File: config.mk
export PLATFORM = sky130hd
export DESIGN_NAME = text_video_gen
export DESIGN_NICKNAME = d
export VERILOG_FILES = /design/src/rtl/text_video_gen.sv
export SDC_FILE = /design/constraint.sdc
export NUM_CORES = 1
export LEC_CHECK = 0
export CAP_MARGIN = 20
export CELL_PAD_IN_SITES_DETAIL_PLACEMENT = 1
export CELL_PAD_IN_SITES_GLOBAL_PLACEMENT = 2
export CORE_UTILIZATION = 36
export CTS_BUF_LIST = sky130_fd_sc_hd__clkbuf_2 sky130_fd_sc_hd__clkbuf_4 sky130_fd_sc_hd__clkbuf_8
export CTS_CLUSTER_DIAMETER = 60
export DETAILED_ROUTE_END_ITERATION = 16
export PLACE_DENSITY = 0.93
export SETUP_SLACK_MARGIN = 0.2
export SYNTH_ARGS = -nofsm -noshare
export SYNTH_HDL_FRONTEND = slang
export SYNTH_SLANG_ARGS = --single-unit
File: constraint.sdc
create_clock -name clk_pxl -period 11.1 [get_ports clk_pxl]
set_input_delay 1.665 -clock clk_pxl [delete_from_list [all_inputs] [get_ports clk_pxl]]
set_output_delay 1.665 -clock clk_pxl [all_outputs]
set_load 0.05 [all_outputs]
File: src/rtl/text_video_gen.sv
// text_video_gen: text-mode VGA generator for the Cobra1 display path.
// The counters run at pixel rate; each screen position passes a 3-stage pipe:
//   stage 0: counters -> video RAM address (registered, synchronous RAM)
//   stage 1: character code -> font address, glyph/flags registered
//   stage 2: pixel bit select + colour mux, outputs registered
// Ports:
//   clk_pxl, rst          pixel clock, synchronous active-high reset
//   v_ram_a / v_ram_di    video RAM address out / code in (1-cycle latency)
//   v_font_a / v_font_di  font ROM address out / glyph byte in (combinational)
//   cursor_en/cursor_addr hardware cursor control (sampled at stage 0)
//   VGA_*                 colour, syncs, blank; VGA_SYNC_N tied low
//   frame_start           one-cycle pulse while the counters sit at (0,0)
module text_video_gen #(
    parameter int          COLS         = 32,
    parameter int          ROWS         = 24,
    parameter int          CHAR_H       = 8,
    parameter int          SCALE        = 2,
    parameter int          H_VISIBLE    = 640,
    parameter int          H_TOTAL      = 800,
    parameter int          H_SYNC_START = 656,
    parameter int          H_SYNC_END   = 752,
    parameter int          V_VISIBLE    = 480,
    parameter int          V_TOTAL      = 525,
    parameter int          V_SYNC_START = 490,
    parameter int          V_SYNC_END   = 492,
    parameter int          H_OFFSET     = 64,
    parameter int          V_OFFSET     = 48,
    parameter bit          HS_POL       = 1'b0,
    parameter bit          VS_POL       = 1'b0,
    parameter bit          INV_BIT7     = 1'b1,
    parameter int          BLINK_FRAMES = 16,
    parameter logic [23:0] FG_RGB       = 24'hFFFFFF,
    parameter logic [23:0] BG_RGB       = 24'h000000,
    parameter logic [23:0] BORDER_RGB   = 24'h000040,
    parameter int          VADDR_W      = 11
) (
    input  logic                      clk_pxl,
    input  logic                      rst,
    output logic [VADDR_W-1:0]        v_ram_a,
    input  logic [7:0]                v_ram_di,
    output logic [7+$clog2(CHAR_H):0] v_font_a,
    input  logic [7:0]                v_font_di,
    input  logic                      cursor_en,
    input  logic [VADDR_W-1:0]        cursor_addr,
    output logic [7:0]                VGA_R,
    output logic [7:0]                VGA_G,
    output logic [7:0]                VGA_B,
    output logic                      VGA_HS,
    output logic                      VGA_VS,
    output logic                      VGA_BLANK_N,
    output logic                      VGA_SYNC_N,
    output logic                      frame_start
);
    localparam int HW  = $clog2(H_TOTAL);
    localparam int VW  = $clog2(V_TOTAL);
    localparam int GW  = $clog2(CHAR_H);
    localparam int SCW = (SCALE > 1) ? $clog2(SCALE) : 1;
    localparam int CW  = $clog2(COLS + 1);
    localparam int FW  = $clog2(BLINK_FRAMES + 1);

    localparam logic [HW-1:0]  H_LAST = HW'(H_TOTAL - 1);
    localparam logic [HW-1:0]  H_VIS  = HW'(H_VISIBLE);
    localparam logic [HW-1:0]  H_SS   = HW'(H_SYNC_START);
    localparam logic [HW-1:0]  H_SE   = HW'(H_SYNC_END);
    localparam logic [HW-1:0]  H_T0   = HW'(H_OFFSET);
    localparam logic [HW-1:0]  H_T1   = HW'(H_OFFSET + COLS * 8 * SCALE);
    localparam logic [VW-1:0]  V_LAST = VW'(V_TOTAL - 1);
    localparam logic [VW-1:0]  V_VIS  = VW'(V_VISIBLE);
    localparam logic [VW-1:0]  V_SS   = VW'(V_SYNC_START);
    localparam logic [VW-1:0]  V_SE   = VW'(V_SYNC_END);
    localparam logic [VW-1:0]  V_T0   = VW'(V_OFFSET);
    localparam logic [VW-1:0]  V_T1   = VW'(V_OFFSET + ROWS * CHAR_H * SCALE);
    localparam logic [SCW-1:0] SC_LAST = SCW'(SCALE - 1);
    localparam logic [GW-1:0]  G_LAST  = GW'(CHAR_H - 1);
    localparam logic [FW-1:0]  F_LAST  = FW'(BLINK_FRAMES - 1);

    // Counters and sub-counters; the sub-counters always describe the
    // position held in hcnt_q/vcnt_q.
    logic [HW-1:0]      hcnt_q, hcnt_d;
    logic [VW-1:0]      vcnt_q, vcnt_d;
    logic [SCW-1:0]     hsc_q, hsc_d, vsc_q, vsc_d;
    logic [2:0]         hbit_q, hbit_d;
    logic [CW-1:0]      col_q, col_d;
    logic [GW-1:0]      gline_q, gline_d;
    logic [VADDR_W-1:0] row_base_q, row_base_d;
    logic [VADDR_W-1:0] v_ram_a_q, v_ram_a_d;
    logic               frame_start_q, frame_start_d;
    logic [FW-1:0]      frame_cnt_q, frame_cnt_d;
    logic               blink_q, blink_d;

    // Stage 1 and stage 2 pipeline registers
    logic          s1_vis_q, s1_txt_q, s1_cur_q, s1_hs_q, s1_vs_q;
    logic [2:0]    s1_bit_q;
    logic [GW-1:0] s1_grow_q;
    logic          s2_vis_q, s2_txt_q, s2_inv_q, s2_hs_q, s2_vs_q;
    logic [2:0]    s2_bit_q;
    logic [7:0]    s2_glyph_q;
    logic [23:0]   rgb_q, rgb_d;
    logic          hs_q, vs_q, blank_q;

    logic h_txt, v_txt, line_end, vis0, txt0, cur0, hs0, vs0;
    logic [7:0] code_s;
    logic inv1, pix;

    always_comb begin
        hcnt_d        = hcnt_q;
        vcnt_d        = vcnt_q;
        hsc_d         = hsc_q;
        hbit_d        = hbit_q;
        col_d         = col_q;
        vsc_d         = vsc_q;
        gline_d       = gline_q;
        row_base_d    = row_base_q;
        v_ram_a_d     = v_ram_a_q;
        frame_cnt_d   = frame_cnt_q;
        blink_d       = blink_q;

        h_txt    = (hcnt_q >= H_T0) && (hcnt_q < H_T1);
        v_txt    = (vcnt_q >= V_T0) && (vcnt_q < V_T1);
        line_end = (hcnt_q == H_LAST);

        hcnt_d = line_end ? '0 : hcnt_q + HW'(1);
        if (line_end)
            vcnt_d = (vcnt_q == V_LAST) ? '0 : vcnt_q + VW'(1);

        // Horizontal: scale -> pixel-in-cell -> column
        if (hcnt_d == H_T0) begin
            hsc_d  = '0;
            hbit_d = '0;
            col_d  = '0;
        end else if (h_txt) begin
            if (hsc_q == SC_LAST) begin
                hsc_d = '0;
                if (hbit_q == 3'd7) begin
                    hbit_d = '0;
                    col_d  = col_q + CW'(1);
                end else begin
                    hbit_d = hbit_q + 3'd1;
                end
            end else begin
                hsc_d = hsc_q + SCW'(1);
            end
        end

        // Vertical: scale -> glyph row -> row base (cell index of column 0)
        if (line_end) begin
            if (vcnt_d == V_T0) begin
                vsc_d      = '0;
                gline_d    = '0;
                row_base_d = '0;
            end else if (v_txt) begin
                if (vsc_q == SC_LAST) begin
                    vsc_d = '0;
                    if (gline_q == G_LAST) begin
                        gline_d    = '0;
                        row_base_d = row_base_q + VADDR_W'(COLS);
                    end else begin
                        gline_d = gline_q + GW'(1);
                    end
                end else begin
                    vsc_d = vsc_q + SCW'(1);
                end
            end
        end

        // Address follows the next position; holds outside the text area
        if ((hcnt_d >= H_T0) && (hcnt_d < H_T1) && (vcnt_d >= V_T0) && (vcnt_d < V_T1))
            v_ram_a_d = row_base_d + VADDR_W'(col_d);

        frame_start_d = (hcnt_d == '0) && (vcnt_d == '0);

        if (frame_start_q) begin
            if (frame_cnt_q == F_LAST) begin
                frame_cnt_d = '0;
                blink_d     = ~blink_q;
            end else begin
                frame_cnt_d = frame_cnt_q + FW'(1);
            end
        end

        // Stage 0 flags
        vis0 = (hcnt_q < H_VIS) && (vcnt_q < V_VIS);
        txt0 = h_txt && v_txt;
        cur0 = cursor_en && blink_q && (v_ram_a_q == cursor_addr);
        hs0  = ((hcnt_q >= H_SS) && (hcnt_q < H_SE)) ? HS_POL : ~HS_POL;
        vs0  = ((vcnt_q >= V_SS) && (vcnt_q < V_SE)) ? VS_POL : ~VS_POL;

        // Stage 1: font sees the code with the inverse bit stripped
        code_s = v_ram_di;
        if (INV_BIT7)
            code_s[7] = 1'b0;
        inv1 = (INV_BIT7 & v_ram_di[7]) ^ s1_cur_q;

        // Stage 2
        pix = s2_glyph_q[3'd7 - s2_bit_q] ^ s2_inv_q;
        if (!s2_vis_q)
            rgb_d = '0;
        else if (!s2_txt_q)
            rgb_d = BORDER_RGB;
        else
            rgb_d = pix ? FG_RGB : BG_RGB;
    end

    assign v_font_a = {code_s, s1_grow_q};

    always_ff @(posedge clk_pxl) begin
        if (rst) begin
            hcnt_q        <= '0;
            vcnt_q        <= '0;
            hsc_q         <= '0;
            hbit_q        <= '0;
            col_q         <= '0;
            vsc_q         <= '0;
            gline_q       <= '0;
            row_base_q    <= '0;
            v_ram_a_q     <= '0;
            frame_start_q <= 1'b0;
            frame_cnt_q   <= '0;
            blink_q       <= 1'b1;
            s1_vis_q      <= 1'b0;
            s1_txt_q      <= 1'b0;
            s1_cur_q      <= 1'b0;
            s1_hs_q       <= ~HS_POL;
            s1_vs_q       <= ~VS_POL;
            s1_bit_q      <= '0;
            s1_grow_q     <= '0;
            s2_vis_q      <= 1'b0;
            s2_txt_q      <= 1'b0;
            s2_inv_q      <= 1'b0;
            s2_hs_q       <= ~HS_POL;
            s2_vs_q       <= ~VS_POL;
            s2_bit_q      <= '0;
            s2_glyph_q    <= '0;
            rgb_q         <= '0;
            hs_q          <= ~HS_POL;
            vs_q          <= ~VS_POL;
            blank_q       <= 1'b0;
        end else begin
            hcnt_q        <= hcnt_d;
            vcnt_q        <= vcnt_d;
            hsc_q         <= hsc_d;
            hbit_q        <= hbit_d;
            col_q         <= col_d;
            vsc_q         <= vsc_d;
            gline_q       <= gline_d;
            row_base_q    <= row_base_d;
            v_ram_a_q     <= v_ram_a_d;
            frame_start_q <= frame_start_d;
            frame_cnt_q   <= frame_cnt_d;
            blink_q       <= blink_d;
            s1_vis_q      <= vis0;
            s1_txt_q      <= txt0;
            s1_cur_q      <= cur0;
            s1_hs_q       <= hs0;
            s1_vs_q       <= vs0;
            s1_bit_q      <= hbit_q;
            s1_grow_q     <= gline_q;
            s2_vis_q      <= s1_vis_q;
            s2_txt_q      <= s1_txt_q;
            s2_inv_q      <= inv1;
            s2_hs_q       <= s1_hs_q;
            s2_vs_q       <= s1_vs_q;
            s2_bit_q      <= s1_bit_q;
            s2_glyph_q    <= v_font_di;
            rgb_q         <= rgb_d;
            hs_q          <= s2_hs_q;
            vs_q          <= s2_vs_q;
            blank_q       <= s2_vis_q;
        end
    end

    assign v_ram_a     = v_ram_a_q;
    assign VGA_R       = rgb_q[23:16];
    assign VGA_G       = rgb_q[15:8];
    assign VGA_B       = rgb_q[7:0];
    assign VGA_HS      = hs_q;
    assign VGA_VS      = vs_q;
    assign VGA_BLANK_N = blank_q;
    assign VGA_SYNC_N  = 1'b0;
    assign frame_start = frame_start_q;
endmodule

## After elaboration in Yosys (flattened, before gate mapping)

Index checks and enable logic that the tools add are counted.

- Flip-flop bits (word level): 117
- Output and inout bits: 51

- Add/subtract/negate cells: 11
- Order comparisons: 15
- Eq/ne operators: 8
- Muxes and demuxes: 28
- Bitwise logic cells: 5
- Reduce and logical (&&, ||, !) cells: 23

Operators by type and width:

| cell | count |
|---|---|
| $mux W11 | 5 |
| $lt A10 B10 Y1 const B | 4 |
| $lt A10 B9 Y1 const B | 4 |
| $mux W10 | 3 |
| $mux W24 | 1 |
| $mux W6 | 4 |
| $add A10 B1 Y10 const B | 2 |
| $eq A10 B10 Y1 const B | 2 |
| $ge A10 B6 Y1 const B | 2 |
| $ge A10 B7 Y1 const B | 2 |
| $logic_not A10 Y1 | 2 |
| $mux W3 | 5 |
| $logic_and A1 B1 Y1 | 12 |
| $add A11 B6 Y11 | 1 |
| $add A11 B6 Y11 const B | 1 |
| $eq A11 B11 Y1 | 1 |
| $eq A10 B6 Y1 const B | 1 |
| $eq A10 B7 Y1 const B | 1 |
| $ge A10 B10 Y1 const B | 1 |
| $ge A10 B9 Y1 const B | 1 |
| $mux W1 | 7 |
| $mux W7 | 1 |
| $add A3 B1 Y3 const B | 2 |
| $add A6 B1 Y6 const B | 1 |
| 15 further kinds | 24 |

## Depth between registers and ports, before layout

- Word-level depth: 7
- Mapped depth: 21
- Gate-level depth less buffers: 19

## Worst setup path before layout

No wires, ideal clock.

- Path type: register to register
- Start: reg hcnt_q[0]
- End: reg v_ram_a_q[10], in the netlist v_ram_a[10]
- Setup time: 0.079 ns
- Arrival: 4.094 ns
- Data required time: 11.021 ns
- Path slack: 6.926 ns
- Stages on the path, launching flop included: 21
- Path buffers: 2
- Period minus slack after synthesis: 4.174 ns
- Cell sequence: dfxtp_1 > ha_1 > nand4_4 > or3_1 > clkbuf_1 > nor2_1 > a21boi_0 > nand4_1 > clkbuf_1 > and2_1 > ha_1 > inv_1 > fa_1 > nor2b_1 > o21ai_0 > a21bo_2 > a21oi_1 > a32o_1 > nand2_1 > xor2_1 > a211oi_2

- Word-level cells in the longest chain between the ends: 6

Ends and longest elaborated chain:

| what | RTL line | text |
|---|---|---|
| from (decl) | 79 | `logic [HW-1:0] hcnt_q, hcnt_d;` |
| from (signal assigned) | 239 | `hcnt_q <= hcnt_d;` |
| $eq A10 B10 Y1 * | 120 | `line_end = (hcnt_q == H_LAST);` |
| $mux W10 | 123 | `if (line_end)` |
| $eq A10 B6 Y1 | 147 | `if (vcnt_d == V_T0) begin` |
| $mux W11 | 147 |  |
| $mux W11 * | 146 | `if (line_end) begin` |
| via row_base_d[0] | 85 | `logic [VADDR_W-1:0] row_base_q, row_base_d;` |
| $add A11 B6 Y11 * | 168 | `v_ram_a_d = row_base_d + VADDR_W'(col_d);` |
| to (signal assigned) | 247 | `v_ram_a_q <= v_ram_a_d;` |
| to (decl) | 86 | `logic [VADDR_W-1:0] v_ram_a_q, v_ram_a_d;` |

Mark *: on every way through the listed nets, which the timed path passes. The rest lies on a longest branch.
A chain may end at the register's enable or synchronous reset.

## Final worst setup path

Same ends and word-level chain as after synthesis.

==> impl_metrics.tcl <==
set metrics [dict create \
    cp_max_fo 16 \
    worstPathRequired_ns 11.40 \
    synth-compound-area-share_pct 9.515 \
    fill_cells 1567 \
    regArea_um2 1902 \
    synthToLayoutAreaGrowth_pct 14.11 \
    overflow 0 \
    track_usage_pct 18.17 \
    maxCapViolations 0 \
    yosys.area_share.adder_pct 4.947 \
    synth_area_per_cell_um2 8.758 \
    grt_first_pass_wirelength_um 20510 \
    pin_count 81 \
    ys.flop_type "dfxtp_1" \
    synth_top_family_by_area "simple AND/OR/NAND/NOR gates" \
    fin_nets 636 \
    dp_hpwl_um 8989 \
    period_share_pct 44.88 \
    clk_pin_slew_ns 0.10 \
    ir_drop_mv 0.07987 \
    rrSetupSlack_ns 6.12 \
    ys_ff_latch 95 \
    wl_per_cell_um 15.76 \
    slew_headroom_pct 43.09 \
    core_um2 13350 \
    root_buffer "clkbuf_8" \
    cts-resized-gates 0 \
    vias 3967 \
    final_cell_count_no_fill 767 \
    fin_skew_ns 0.01304 \
    diodes 0 \
    clk_latency_ns 0.38 \
    drive_gt1_share_pct 7.276 \
    cts-buffers-inserted 9 \
    slew_violations 0 \
    cts_sinks 95 \
    start_util_pct 37.14 \
    htreeDepth 3 \
    die_w_um 119.3 \
    status "completed" \
    drt_iter0_drc 165 \
    start_kind "flip-flop" \
    netlist_instances 566 \
    timing.fmax_ghz 0.2007 \
    ys_warn_count 0 \
    hold_path_class "flip-flop to flip-flop" \
    final_core_util_pct 42.38 \
    mostFrequentLayoutCells "dfxtp_1, clkdlybuf4s50_1, nor2_1" \
    multiInputGateArea_um2 2645 \
    synth_top_area_share_pct 38.36 \
    hp-start "s1_vs_q" \
    antenna_found_initial 0 \
    synthSimpleGateAreaFrac_pct 26.38 \
    ctsHoldBuffers 0 \
    synthXorXnorAreaFrac_pct 8.834 \
    crit_type "flip-flop to flip-flop" \
    r2r-end "v_ram_a[10]" \
    cts_tree "built" \
    num_rows 42 \
    synth_area_um2 4957 \
    vias_per_cell 5.172 \
    synth_area_leaders "dfxtp_1, xnor2_1, buf_4" \
    routed_wl_um 12090 \
    synth_top_area_cell "dfxtp_1" \
    post-route-min-period_ns 4.982 \
    yosysUniqueCellTypes 70 \
    drcViolationCount 0 \
    tightest_slew_ns 0.8480 \
    startpoint "hcnt_q[0]" \
    reg2reg_from "hcnt_q[0]" \
    cellPowerDensity_nw_per_um2 103.8 \
    timing_hold_violations_final 0 \
    port_buffers 64 \
    final_antenna_net_count 0 \
    p_leak_nw 2.105 \
    post_cts.repair.setup_buffers 0 \
    place_ws_ns 6.121 \
    routabilityCongestion 0.8312 \
    async_flop_share_pct 0 \
    grt_pass1_vias 4160 \
    drt_first_pass_iters 4 \
    crit_end "v_ram_a[10]" \
    rsz0062_at_grt "no" \
    fin_hold_ws_ns 0.4129 \
    synth_edf_count 0 \
    worst-r2r-cell-count 18 \
    arrival_ns 5.28 \
    grt_max_degree 69 \
    dieHeight_um 119.3 \
    dp.cells 751 \
    dieArea_um2 14240 \
    clk_path_buf_depth 2 \
    setup_tns_ns 0 \
    layout_commonest_cell "dfxtp_1" \
    yosysSeqAreaShare_pct 38.36 \
    synthMuxAreaShare_pct 3.534 \
    endpoint_kind "flip-flop" \
    layout_setup_ws_ns 6.118 \
    setup_viol 0 \
]
worst max-delay path, stage by stage, from the launching register on:
cell,delay [ns]
dfxtp_1,0.43
ha_1,0.36
nand4_4,0.21
or3_1,0.68
nor2_1,0.25
a21boi_0,0.19
nand4_1,0.52
and2_1,0.22
ha_1,0.16
inv_1,0.05
fa_1,0.41
nor2b_1,0.12
o21ai_0,0.11
a21bo_2,0.25
a21oi_1,0.29
a32o_1,0.22
nand2_1,0.07
xor2_1,0.15
a211oi_2,0.20
layer usage:
layer	GRT usage, %	wire [um]	vias to the layer above
met5	0	0	-
met4	7.266	239	0
met3	4.262	446	19
met2	30.05	5795	64
met1	22.71	5607	1933
li1	-	-	1951
metrics by stage:
| step | total power, mW | area, um^2 |
|---|---|---|
| after floorplan | 0.3767 | 4961 |
| after global placement | 0.3814 | 5470 |
| after detailed placement | 0.3826 | 5470 |
| after CTS | 0.5980 | 5645 |
| after global routing | 0.6154 | 5657 |
| final | 0.5874 | 5657 |
power by group:
| part | internal, mW | total (mW) | switching, mW |
|---|---|---|---|
| clock network | 0.0838 | 0.213 | 0.129 |
| registers | 0.344 | 0.347 | 0.00264 |
| logic | 0.0129 | 0.0276 | 0.0147 |
synth_stat cells (all sizes together) (3+ instances only):
| master | instances |
|---|---|
| inv | 14 |
| nor2 | 64 |
| xnor2 | 33 |
| a211oi | 4 |
| a21oi | 25 |
| nand3 | 25 |
| and3 | 14 |
| nand4 | 12 |
| ha | 18 |
| mux2i | 13 |
| o21ai | 13 |
| clkbuf | 18 |
| nand2 | 42 |
| xor2 | 17 |
| nor3 | 23 |
| or3 | 3 |
| a21boi | 4 |
| and2 | 6 |
| or2 | 9 |
| nor4 | 8 |
| dfxtp | 95 |
| buf | 40 |
| nor2b | 24 |
state kept, by name, summed over array words and instances (netlist names), 2 cells and up:
register and flops:
vcnt_q 10, gline_q 3, row_base_q 11, hbit_q 3
s2_bit_q 3, s2_glyph_q 8, s1_grow_q 3, rgb_q 2
frame_cnt_q 5, s1_bit_q 3, hcnt_q 10, v_ram_a 11
col_q 6
kinds of logic (layout without fill, tap and decap cells):
group	Yosys count	after routing
other	1	2
muxes	15	15
AOI/OAI and AO/OA	71	71
xor gates and xnor gates	50	50
adders and majority gates	19	19
buffers and inverters	72	96
and+or+nand+nor	243	243
DFF	95	95
layout make-up:
cell class	instances	share of cell area [%]
timing repair buffer	67	11.70
clock buffer	9	2.190
clock inverter	6	0.9069
tap	176	3.893
sequential	95	33.62
multi-input combinational	400	46.76
inverter	14	0.9290
how the worst min path moves through the flow:
stage	endpoint	slack, ns	cells past startpoint
after global routing	s2_vs_q	0.43	1
final	s2_vs_q	0.41	1
after floorplan	VGA_HS	0.39	1
after detailed placement	VGA_VS	0.39	1
after global placement	s2_hs_q	0.39	1
after CTS	VGA_VS	0.42	1
(Power assumes the default switching activity.)
